$ cat src/rtl/ctz_index_decoder_if.sv
`default_nettype none
// ============================================================================
// Module      : ctz_index_decoder_if
// Description : Index-stream input and merged-mask output handshake bundle
//               for ctz_index_decoder. master = producer/consumer side,
//               slave = the decoder itself.
// Revision    : 1.0 - initial release
// ============================================================================
interface ctz_index_decoder_if #(
    parameter int WIDTH = 8
);
    localparam int IW = $clog2(WIDTH) + 1;

    logic             in_valid;
    logic             in_ready;
    logic [IW-1:0]    in_count;
    logic             in_last;
    logic             out_valid;
    logic             out_ready;
    logic [WIDTH-1:0] out_mask;
    logic [3:0]       out_beats;
    logic             out_err;
    logic             out_dup;

    modport master (
        output in_valid, in_count, in_last, out_ready,
        input  in_ready, out_valid, out_mask, out_beats, out_err, out_dup
    );

    modport slave (
        input  in_valid, in_count, in_last, out_ready,
        output in_ready, out_valid, out_mask, out_beats, out_err, out_dup
    );
endinterface
`default_nettype wire

$ cat src/rtl/ctz_index_decoder.sv
`default_nettype none
// ============================================================================
// Module      : ctz_index_decoder
// Description : Decodes a stream of CTZ-encoded bit indices to one-hot masks,
//               OR-merges them until a beat marked last, and queues each
//               merged group in a small output FIFO.
//               Optional feature macro: CTZ_INDEX_DECODER_DUP_CHECK_EN
//               (enables duplicate-bit detection; out_dup is 0 otherwise).
// Revision    : 1.0 - initial release
// ============================================================================
module ctz_index_decoder #(
    parameter int WIDTH = 8,
    parameter int DEPTH = 2
) (
    input  wire logic             clk,
    input  wire logic             rst_n,
    ctz_index_decoder_if.slave    bus
);
    localparam int IW = $clog2(WIDTH) + 1;
    localparam int AW = $clog2(DEPTH);
    localparam int PW = AW + 1;
    localparam int BW = 4;
    localparam logic [BW-1:0] C_BEATS_MAX = '1;

    typedef enum logic [1:0] {
        ST_EMPTY   = 2'd0,
        ST_PARTIAL = 2'd1,
        ST_FULL    = 2'd2
    } state_t;

    // Accumulator
    logic [WIDTH-1:0] acc_mask_q,  acc_mask_d;
    logic [BW-1:0]    acc_beats_q, acc_beats_d;
    logic             acc_err_q,   acc_err_d;

    // Decode and merged group value
    logic [WIDTH-1:0] w_dec;
    logic             w_illegal;
    logic [WIDTH-1:0] w_grp_mask;
    logic [BW-1:0]    w_grp_beats;
    logic             w_grp_err;

    // FIFO
    logic [WIDTH-1:0] mem_mask_q  [DEPTH];
    logic [BW-1:0]    mem_beats_q [DEPTH];
    logic             mem_err_q   [DEPTH];
    logic [PW-1:0]    wr_q, rd_q;
    logic [PW-1:0]    w_occ;
    state_t           state_q, state_d;

    logic w_full, w_empty;
    logic w_accept, w_push, w_pop;

    // Index decode: in-range -> one-hot, WIDTH -> empty, above WIDTH -> illegal
    always_comb begin
        w_dec     = '0;
        w_illegal = (bus.in_count > IW'(WIDTH));
        for (int k = 0; k < WIDTH; k++) begin
            w_dec[k] = (bus.in_count == IW'(k));
        end
    end

    // Group value as it would stand after merging the current beat
    always_comb begin
        w_grp_mask  = acc_mask_q | w_dec;
        w_grp_beats = (acc_beats_q == C_BEATS_MAX) ? acc_beats_q : acc_beats_q + 1'b1;
        w_grp_err   = acc_err_q | w_illegal;
    end

    // Flags from occupancy state; a pop frees the slot for a same-cycle push
    assign w_full       = (state_q == ST_FULL);
    assign w_empty      = (state_q == ST_EMPTY);
    assign bus.in_ready = ~w_full | bus.out_ready;
    assign w_accept     = bus.in_valid & bus.in_ready;
    assign w_push       = w_accept & bus.in_last;
    assign w_pop        = ~w_empty & bus.out_ready;
    assign w_occ        = wr_q - rd_q;

    // Accumulator next state: merge on non-last beat, clear when group closes
    always_comb begin
        acc_mask_d  = acc_mask_q;
        acc_beats_d = acc_beats_q;
        acc_err_d   = acc_err_q;
        if (w_accept) begin
            if (bus.in_last) begin
                acc_mask_d  = '0;
                acc_beats_d = '0;
                acc_err_d   = 1'b0;
            end else begin
                acc_mask_d  = w_grp_mask;
                acc_beats_d = w_grp_beats;
                acc_err_d   = w_grp_err;
            end
        end
    end

    // Accumulator registers
    always_ff @(posedge clk or negedge rst_n) begin
        if (!rst_n) begin
            acc_mask_q  <= '0;
            acc_beats_q <= '0;
            acc_err_q   <= 1'b0;
        end else begin
            acc_mask_q  <= acc_mask_d;
            acc_beats_q <= acc_beats_d;
            acc_err_q   <= acc_err_d;
        end
    end

    // FIFO storage; contents are masked at the output while empty, so no reset
    always_ff @(posedge clk) begin
        if (w_push) begin
            mem_mask_q[wr_q[AW-1:0]]  <= w_grp_mask;
            mem_beats_q[wr_q[AW-1:0]] <= w_grp_beats;
            mem_err_q[wr_q[AW-1:0]]   <= w_grp_err;
        end
    end

    // FIFO pointers, wrapping modulo 2*DEPTH
    always_ff @(posedge clk or negedge rst_n) begin
        if (!rst_n) begin
            wr_q <= '0;
            rd_q <= '0;
        end else begin
            if (w_push) wr_q <= wr_q + 1'b1;
            if (w_pop)  rd_q <= rd_q + 1'b1;
        end
    end

    // Occupancy state register
    always_ff @(posedge clk or negedge rst_n) begin
        if (!rst_n) state_q <= ST_EMPTY;
        else        state_q <= state_d;
    end

    // Occupancy next state: +1 on push-only, -1 on pop-only
    always_comb begin
        state_d = state_q;
        case ({w_push, w_pop})
            2'b10:   state_d = (w_occ == PW'(DEPTH - 1)) ? ST_FULL : ST_PARTIAL;
            2'b01:   state_d = (w_occ == PW'(1)) ? ST_EMPTY : ST_PARTIAL;
            default: state_d = state_q;
        endcase
    end

    // Head of FIFO, forced to zero while empty
    assign bus.out_valid = ~w_empty;
    assign bus.out_mask  = w_empty ? '0   : mem_mask_q[rd_q[AW-1:0]];
    assign bus.out_beats = w_empty ? '0   : mem_beats_q[rd_q[AW-1:0]];
    assign bus.out_err   = w_empty ? 1'b0 : mem_err_q[rd_q[AW-1:0]];

`ifdef CTZ_INDEX_DECODER_DUP_CHECK_EN
    logic acc_dup_q, acc_dup_d;
    logic w_grp_dup;
    logic mem_dup_q [DEPTH];

    // Duplicate detection: beat hits a bit already present in the group
    always_comb begin
        w_grp_dup = acc_dup_q | (|(acc_mask_q & w_dec));
        acc_dup_d = acc_dup_q;
        if (w_accept) acc_dup_d = bus.in_last ? 1'b0 : w_grp_dup;
    end

    // Duplicate flag accumulator
    always_ff @(posedge clk or negedge rst_n) begin
        if (!rst_n) acc_dup_q <= 1'b0;
        else        acc_dup_q <= acc_dup_d;
    end

    // Per-entry duplicate flag storage
    always_ff @(posedge clk) begin
        if (w_push) mem_dup_q[wr_q[AW-1:0]] <= w_grp_dup;
    end

    assign bus.out_dup = w_empty ? 1'b0 : mem_dup_q[rd_q[AW-1:0]];
`else
    assign bus.out_dup = 1'b0;
`endif

endmodule
`default_nettype wire

$ cat src/flat_wrapper.sv
// flat-port wrapper written by rule: the top's interface ports become plain ports
module ctz_index_decoder_flat 
#(
    parameter int WIDTH = 8,
    parameter int DEPTH = 2
)
  (clk, rst_n, bus_in_valid, bus_in_count, bus_in_last, bus_out_ready, bus_in_ready, bus_out_valid, bus_out_mask, bus_out_beats, bus_out_err, bus_out_dup);
  ctz_index_decoder_if #(.WIDTH(WIDTH)) bus_i ();
  input  wire logic clk;
  input  wire logic rst_n;
  input wire logic [$bits(bus_i.in_valid)-1:0] bus_in_valid;
  input wire logic [$bits(bus_i.in_count)-1:0] bus_in_count;
  input wire logic [$bits(bus_i.in_last)-1:0] bus_in_last;
  input wire logic [$bits(bus_i.out_ready)-1:0] bus_out_ready;
  output wire logic [$bits(bus_i.in_ready)-1:0] bus_in_ready;
  output wire logic [$bits(bus_i.out_valid)-1:0] bus_out_valid;
  output wire logic [$bits(bus_i.out_mask)-1:0] bus_out_mask;
  output wire logic [$bits(bus_i.out_beats)-1:0] bus_out_beats;
  output wire logic [$bits(bus_i.out_err)-1:0] bus_out_err;
  output wire logic [$bits(bus_i.out_dup)-1:0] bus_out_dup;
  assign bus_i.in_valid = bus_in_valid;
  assign bus_i.in_count = bus_in_count;
  assign bus_i.in_last = bus_in_last;
  assign bus_i.out_ready = bus_out_ready;
  assign bus_in_ready = bus_i.in_ready;
  assign bus_out_valid = bus_i.out_valid;
  assign bus_out_mask = bus_i.out_mask;
  assign bus_out_beats = bus_i.out_beats;
  assign bus_out_err = bus_i.out_err;
  assign bus_out_dup = bus_i.out_dup;
  ctz_index_decoder #(.WIDTH(WIDTH), .DEPTH(DEPTH)) u_core (.clk(clk), .rst_n(rst_n), .bus(bus_i));
endmodule
$ cat config.mk
export PLATFORM = sky130hd
export DESIGN_NAME = ctz_index_decoder_flat
export DESIGN_NICKNAME = d
export VERILOG_FILES = /design/src/rtl/ctz_index_decoder_if.sv /design/src/rtl/ctz_index_decoder.sv /design/src/flat_wrapper.sv
export SDC_FILE = /design/constraint.sdc
export NUM_CORES = 1
export LEC_CHECK = 0
export ABC_AREA = 1
export CORE_MARGIN = 2
export CORE_UTILIZATION = 40
export CTS_BUF_LIST = sky130_fd_sc_hd__clkbuf_8
export CTS_CLUSTER_DIAMETER = 60
export DETAILED_ROUTE_END_ITERATION = 7
export SKIP_CTS_REPAIR_TIMING = 1
export SKIP_LAST_GASP = 1
export SYNTH_ARGS = -nofsm -noshare
export SYNTH_HDL_FRONTEND = slang
export SYNTH_SLANG_ARGS = --single-unit
$ cat constraint.sdc
create_clock -name clk -period 3.48 [get_ports clk]
set_input_delay 0.696 -clock clk [delete_from_list [all_inputs] [get_ports clk]]
set_output_delay 0.696 -clock clk [all_outputs]
set_load 0.01 [all_outputs]
==> results of run 1 <==
-- routing by layer --
metal / vias to the layer above / GRT usage, %
met2: 37 / 20.4
met1: 614 / 19.1
li1: 731 / -
met3: 5 / 3.60
met4: 0 / 3.75
met5: - / 0
-- cell families (layout without fill, tap and decap cells) --
logic type	Yosys count	after routing	share of synthesized area [%]
simple gates	89	89	20.1
flops	45	45	58.3
buf+inv	37	63	8.07
compound gates	32	32	9.63
xor+xnor	5	5	2.03
fa+ha+maj	3	3	1.74
other cells	1	1	0.174
-- cells in the final DEF, fill, tap and decap left out, types with 2 or more instances in the layout --
cell type,count
nand2_1,56
inv_1,28
edfxtp_1,26
clkdlybuf4s50_1,23
dfrtp_1,19
a21oi_1,16
o21ai_2,11
nand3_1,10
nand3_2,9
nor2_1,6
clkbuf_8,6
xor2_1,5
nor2_2,3
inv_2,3
ha_1,3
o21ai_0,2
buf_4,2
-- Yosys cell counts, drive strengths merged --
cell     n
clkbuf   1
a21boi   1
nand3   19
nor2    10
or2      1
dfrtp   19
and2     1
o21ai   14
ha       3
edfxtp  26
conb     1
nand2   58
inv     30
a21oi   17
xor2     5
buf      6
-- sequential cells by signal, indices dropped and copies added (netlist names) --
register	flops
u_core.acc_mask_q	8
u_core.mem_mask_q	16
u_core.acc_beats_q	4
u_core.state_q	2
u_core.mem_err_q	2
u_core.wr_q	2
u_core.mem_beats_q	8
u_core.rd_q	2
u_core.acc_err_q	1
-- critical path, stage by stage, from the launching register on --
cell	delay, ns
dfrtp_1	0.58
inv_1	0.42
nand2_1	0.09
a21oi_1	0.18
clkdlybuf4s50_1	0.56
-- path summary, 6_finish.rpt --
| path | end | slack, ns | depth (start not counted) |
|---|---|---|---|
| max | bus_out_mask[1] | 0.65 | 4 |
| min | u_core.acc_mask_q[4] | 0.53 | 2 |
| max reg2reg | u_core.state_q[1] | 1.70 | 6 |
| min reg2reg | u_core.acc_mask_q[4] | 0.53 | 2 |
| max in group asynchronous | u_core.acc_mask_q[5] | 1.98 | 1 |
| min in group asynchronous | u_core.rd_q[1] | 0.92 | 1 |
-- where the power goes --
part,internal (W),switching [W]
sequential,0.000680,0.0000795
clock,0.000156,0.000165
combinational,0.000304,0.000370
total,0.00114,0.000615
-- final cells by class --
type                            count  area [um^2]
Multi-Input combinational cell    130          726
Sequential cell                    45         1260
Clock buffer                        6         82.6
Inverter                           30          115
Fill cell                         522         2620
Timing Repair Buffer               25          245
Tap cell                           70         87.6
Clock inverter                      2         7.51
-- stage by stage --
step / total power, W / std cells
3_3_place_gp: 0.00145 / 300
3_5_place_dp: 0.00146 / 300
6_report: 0.00175 / 308
5_1_grt: 0.00187 / 308
2_1_floorplan: 0.00118 / 212
4_1_cts: 0.00178 / 308
==> out/metrics.yaml, run 1 <==
critical_path:
  endpoint_kind: "output pin"
  r2r_start: "u_core.state_q[0]"
  crit_start: "u_core.rd_q[0]"
  worstPathRequired_ns: 2.78
  start_kind: "flip-flop"
  path_max_fanout: 17
  cp.arrival_ns: 2.13
  criticalPathCategory: "reg -> out"
route:
  dr_wl_met2_um: 1650
  dr.pass1.iters: 5
  drc_errors: 0
  drt_iter0_markers: 69
  m1WireLength_um: 1830
  route.met3.wl_um: 234
  routed_via_density: 4.50
  highest-signal-layer: "met4"
  wl_per_cell_um: 12.2
  ant_nets: 0
  routed_wl_um: 3770
  vias: 1387
sta:
  maxSlewViolCount: 0
  slew-limit-headroom_pct: 37.6
  setup-violations-final: 0
  fin_crit_ns: 2.83
  tns_ns: 0
  fmax_mhz: 354
  tightest_slew_ns: 0.934
  finalHoldViolCount: 0
  rsz0062_at_grt: "no"
  fin_skew_ns: 0.00801
  worst_slack_ns: 0.653
  finalCritPeriodShare_pct: 81.2
  holdWs_ns: 0.525
floorplan:
  fp-row-count: 26
  ioPinCount: 25
  die_w_um: 77.4
  initial_utilization_pct: 41.9
  core_um2: 5140
  dieArea_um2: 5990
  die_h_um: 77.4
grt:
  grt-ovfl-total: 0
  grt_start_max_net_pins: 21
  antenna_found_initial: 0
  grt_pass1_wl_um: 6200
  grt_use_total_pct: 13.4
  grt_pass1_vias: 1271
logic_synthesis:
  syn_inst: 212
  ys_ff_latch: 45
  post-synth-top-area-cell: "edfxtp_1"
  syn-cell-area_um2: 2160
  avgSynthCellArea_um2: 10.2
  yosys_warnings: 0
  ys_top_cells_by_area: "edfxtp_1 36%, dfrtp_1 22%, nand2_1 9.8%, inv_1 4.5%, o21ai_2 4.5%"
  ys_seq_area_share_pct: 58.3
  ys_types: 29
  synthDominantCellAreaShare_pct: 36.2
  syn_nets: 224
final_layout:
  design_area_um2: 2520
  final_util_pct: 49.0
  area_growth_syn_to_layout_pct: 16.9
  diodes: 0
  final_nets: 249
  drive_above_1_share_pct: 16.8
clock_tree:
  cts_buffer_depth: 2
  numCtsBuffers: 5
  insertion_delay_ns: 0.29
  clk_pin_slew_worst_paths_ns: 0.08
  cts_root_buf: "clkbuf_8"
  clock_sinks: 45
  cts_tree: "built"
  htreeDepth: 2
hold_path:
  hold_path_class: "reg -> reg"
  hp-start: "u_core.acc_mask_q[4]"
placement:
  hpwl_um: 2720
  placed_cell_area_um2: 2430
  place.gp.congestion: 0.748
  post-place-ws_ns: 0.924
  placement.io_buffers: 23
power_and_ir_drop:
  cellPowerDensity_nw_per_um2: 696
  p_leak_nw: 1.07
  max-vdd-ir-drop_mv: 0.257
run_status:
  outcome: "completed"
flow_run:
  max_cap_violations: 0
No activity file was read; power rests on OpenSTA's default activity.
==> inputs of run 2 (changes only) <==
clock period = 2.65 ns   (was 3.48 ns; I/O delays follow)
==> run 2 against run 1 <==
Compared with the run above:
- design area is 1.7% higher
- via count is 1.5% higher
- largest power group is now combinational cells
- non-clock buffer count is 5 higher
- count of clock-buffer cells in the layout is 1 lower
- worst setup slack worse by 0.40 ns
- register-to-register slack worse by 0.66 ns
- critical path depth stayed put
- core utilization is 0.83 points higher
==> out/metrics.yaml, run 2 (synthesis results as in run 1) <==
run_status:
  outcome: "completed"
route:
  wl_per_cell_um: 12.0
  drc_errors: 0
  routed_wl_um: 3740
  ant_nets: 0
  drt_iter0_markers: 72
  dr.pass1.iters: 4
  vias: 1408
  routed_via_density: 4.50
power_and_ir_drop:
  p_leak_nw: 1.10
  max-vdd-ir-drop_mv: 0.370
  cellPowerDensity_nw_per_um2: 916
critical_path:
  crit_buf_inv: 2
  ff2ff_path_depth: 7
  start_kind: "flip-flop"
  r2r_start: "u_core.state_q[0]"
  worstPathRequired_ns: 2.12
  cp.arrival_ns: 1.87
  criticalPathCategory: "reg -> out"
  path_delay_family: "buffers and inverters"
  crit_cells: 4
  critical-path-max-stage-delay_ns: 0.57
  r2r-end: "u_core.state_q[1]"
  crit_path_top_delay_cell: "clkdlybuf4s50_1"
  worstPathCellList: "inv_1 > nand2_1 > a21oi_1 > clkdlybuf4s50_1"
  endpoint_kind: "output pin"
  path_max_fanout: 13
  ff2ff_setup_slack_ns: 1.04
placement:
  post-place-ws_ns: 0.425
  hpwl_um: 2650
  place.gp.congestion: 0.779
  placement.io_buffers: 23
final_layout:
  diodes: 0
  largest_reg_flops: 16
  final_util_pct: 49.9
  drive_above_1_share_pct: 18.9
  fillers: 496
  area_growth_syn_to_layout_pct: 18.9
  final_cell_mix: "56 x nand2_1, 27 x inv_1, 26 x edfxtp_1"
  final_nets: 254
  layout_commonest_cell: "nand2_1"
grt:
  grt_pass1_wl_um: 6400
  grt_pass1_vias: 1340
  grt_start_max_net_pins: 21
  grt_use_total_pct: 13.8
  antenna_found_initial: 0
  grt-ovfl-total: 0
hold_path:
  hp-start: "u_core.acc_mask_q[4]"
  worstHoldEndpoint: "u_core.acc_mask_q[4]"
  holdPathStages: 2
  hold_path_class: "reg -> reg"
clock_tree:
  clk_pin_slew_worst_paths_ns: 0.09
  cts_root_buf: "clkbuf_8"
  htreeDepth: 2
  insertion_delay_ns: 0.29
  cts_tree: "built"
  numCtsBuffers: 5
  clock_sinks: 45
  cts_buffer_depth: 2
floorplan:
  initial_utilization_pct: 41.9
  fp-row-count: 26
  die_w_um: 77.4
  ioPinCount: 25
  core_um2: 5140
  die_h_um: 77.4
  dieArea_um2: 5990
flow_run:
  max_cap_violations: 0
sta:
  tns_ns: 0
  setup-violations-final: 0
  fin_skew_ns: 0.00953
  rsz0062_at_grt: "no"
  fmax_mhz: 416
  fin_crit_ns: 2.40
  finalCritPeriodShare_pct: 90.6
  finalHoldViolCount: 0
  maxSlewViolCount: 0
  worst_slack_ns: 0.249
[run 2: changes by cell type in the layout (fill, tap and decap cells not counted), sizes merged]
cell	before	now
buf	2	7
clkinv	0	2
clkbuf	6	5
inv	32	31
[run 2: stage by stage]
stage                     cells  total power (W)  hold WS [ns]  instance area, um^2
after floorplan             212          0.00155         0.234                 2160
after global placement      305          0.00196         0.505                 2480
after detailed placement    305          0.00197         0.511                 2480
after CTS                   313          0.00237         0.528                 2560
after global routing        313          0.00251         0.544                 2560
final                       313          0.00235         0.520                 2560
[run 2: layout make-up]
cell class | instances | area (um^2) | area share [%]
Inverter | 30 | 115 | 4.49
Tap cell | 70 | 87.6 | 3.42
Sequential cell | 45 | 1260 | 49.0
Multi-Input combinational cell | 130 | 726 | 28.3
Clock buffer | 5 | 68.8 | 2.69
Clock inverter | 3 | 13.8 | 0.537
Timing Repair Buffer | 30 | 295 | 11.5
[run 2: routing by layer]
metal,vias up,share of wire (%),track usage (%)
li1,744,-,-
met1,636,50,19.2
met2,23,45,21.4
met3,5,3.5,3.37
met4,0,1.2,4.29
met5,-,0,0
[run 2: worst max path at each step]
stage | start | end | slack, ns
detailed placement | bus_out_ready | bus_in_ready | 0.42
finish | u_core.rd_q[0] | bus_out_mask[1] | 0.25
floorplan | bus_out_ready | u_core.mem_beats_q[0][0] | 0.71
global route | u_core.rd_q[0] | bus_out_beats[1] | 0.12
CTS | u_core.rd_q[0] | bus_out_mask[1] | 0.22
global placement | bus_out_ready | bus_in_ready | 0.45
[run 2: worst min-delay path, delay by kind of cell, from the launching register on]
family | cells | cell delay (ns)
AO/OA/AOI/OAI | 1 | 0.12
buffers and inverters | 1 | 0.05
flip-flops | 1 | 0.32
[run 2: power by group]
part           switching (W)  internal [W]  leakage, nW
clock network       0.000221      0.000179       0.0491
registers          0.0000675      0.000893        0.490
logic               0.000538      0.000448        0.557
==> RTL change (settings of run 2) <==
`WIDTH` is set to 8 in 3 places; all go to 4.
--- a/src/rtl/ctz_index_decoder_if.sv
+++ b/src/rtl/ctz_index_decoder_if.sv
@@ -9,3 +9,3 @@
 interface ctz_index_decoder_if #(
-    parameter int WIDTH = 8
+    parameter int WIDTH = 4
 );
--- a/src/rtl/ctz_index_decoder.sv
+++ b/src/rtl/ctz_index_decoder.sv
@@ -11,3 +11,3 @@
 module ctz_index_decoder #(
-    parameter int WIDTH = 8,
+    parameter int WIDTH = 4,
     parameter int DEPTH = 2
--- a/src/flat_wrapper.sv
+++ b/src/flat_wrapper.sv
@@ -3,3 +3,3 @@
 #(
-    parameter int WIDTH = 8,
+    parameter int WIDTH = 4,
     parameter int DEPTH = 2
Ports: changed (resized bus_in_count and bus_out_mask); port bits go from 25 to 20. The function was not compared with the original's and may differ.
==> RTL change against run 2 <==
- worst setup slack gained 0.20 ns
- routed wire length shrank 25%
- power is 27% lower
- sequential share of layout area down 0.22 points
- die area shrank 26%
- area after synthesis down 28%
- cell area is 27% lower
- clock power is 12% lower
- sequential cell count fell by 12
- critical path depth unchanged
- highest routed layer unchanged
==> RTL change: results (changes against run 2) <==
largest net degree at the start of global routing=16 (was 21); fin nets=201 (was 254); clk slew on worst S/H paths=0.06 ns (was 0.09 ns); status=complete, no violations (unchanged); wire length on met1=1310 um (was 1870 um); met3 wire length=143 um (was 132 um); clock buffer depth=2 (unchanged); GRT Overall Usage=15.0% (was 13.8%); via count=1123 (was 1408); root buffer cell=clkbuf_8 (unchanged); crit-path max FO=2 (was 13); fraction of layout cells with a size suffix above 1=9.42% (was 18.9%); Unique masters post-synth=23 (was 29); Detailed Routing Iterations Pass 1=5 (was 4); Avg Synthesized Cell Area=9.40 um2 (was 10.2 um2); Critical-path top delay cell=clkdlybuf4s50_1 (unchanged); first-pass GRT wire length=4800 um (was 6400 um); Port Buf Inserts=18 (was 23); Post-synth EDFFs=18 (was 26); post-synthesis net count=177 (was 224); reg2reg setup slack=1.17 ns (was 1.04 ns); P_leak=0.856 nW (was 1.10 nW); Post-DP HPWL=2070 um (was 2650 um); initial DRC count=40 (was 72); Hold Slack=0.521 ns (was 0.520 ns); met2 WL post-DR=1290 um (was 1690 um); CP peak stage delay=0.53 ns (was 0.57 ns); peak supply drop=0.342 mV (was 0.370 mV); clock skew=0.00642 ns (was 0.00953 ns); Post-Layout Cell Count=239 (was 313); placed insts=231 (was 305); final WL=2820 um (was 3740 um); Yosys top cell area share=34.6% (was 36.2%); Fillers=349 (was 496); R2R depth=9 (was 7); GPL Wtd Cong=0.812 (was 0.779); Post-synth top cells=nand2_1, inv_1, edfxtp_1, dfrtp_1, nand3_1 (was nand2_1, edfxtp_1, inv_1, dfrtp_1, a21oi_1); asr flop ratio synth=45.5% (was 42.2%); top post-synthesis cells by area=edfxtp_1, dfrtp_1, nand2_1 (unchanged); post-synthesis sequential area ratio=58.7% (was 58.3%); Slew HR=52.7%
==> RTL change: cell types whose count changed in the layout (fill, tap and decap cells not counted), moves of 3 or more <==
cell	delta
o21ai_2	-8
clkdlybuf4s50_1	-5
dfrtp_1	-4
o21ai_1	+4
nand2_1	-4
nor2_2	-3
buf_4	-3
edfxtp_1	-8
a21oi_1	-7
nand3_2	-7
==> RTL change: power by group <==
group	switching (W)	internal [W]	total [W]
combinational	0.000372	0.000297	0.000669
sequential	0.0000510	0.000646	0.000697
clock	0.000173	0.000178	0.000351
==> RTL change: metal layers <==
layer  GRT usage [%]  vias up
li1                -      574
met1            19.7      511
met2            22.9       30
met3            4.56        8
met4            6.89        0
met5               0        -
==> RTL change: worst paths after layout <==
check / from / endpoint
max: bus_out_ready / bus_in_ready
min: u_core.acc_mask_q[3] / u_core.acc_mask_q[3]
max reg2reg: u_core.state_q[0] / u_core.state_q[1]
min reg2reg: u_core.acc_mask_q[3] / u_core.acc_mask_q[3]
max in group asynchronous: rst_n / u_core.wr_q[0]
min in group asynchronous: rst_n / u_core.state_q[1]
==> RTL change: area by class of cell <==
class	instances	area share (%)
multi-input cells	103	27.6
flip-flops and latches	33	48.8
clock buffers	5	3.67
well taps	48	3.20
inverters	26	5.20
clock inverters	3	0.733
repair buffers	21	10.8
==> RTL change: kinds of logic (layout without fill, tap and decap cells) <==
logic type	count (synthesis)	in the layout	share of synthesized area, %
simple gates	76	76	21.5
xor+xnor	4	4	2.25
other cells	1	1	0.240
fa+ha+maj	3	3	2.41
compound gates	19	19	6.82
flops	33	33	58.7
buf+inv	30	55	8.10
==> RTL change: metrics by stage <==
step / util (%) / instance area, um2 / setup slack [ns]
finish: 50.5 / 1880 / 0.454
global route: 50.5 / 1880 / 0.380
CTS: 50.5 / 1880 / 0.448
detailed placement: 48.3 / 1790 / 0.448
global placement: 48.3 / 1790 / 0.453
floorplan: - / 1560 / 0.926
==> RTL change: critical path, delay by kind of cell <==
kind                   cells  cell delay (ns)
buffers and inverters      3             1.03
AND/OR/NAND/NOR            1             0.09
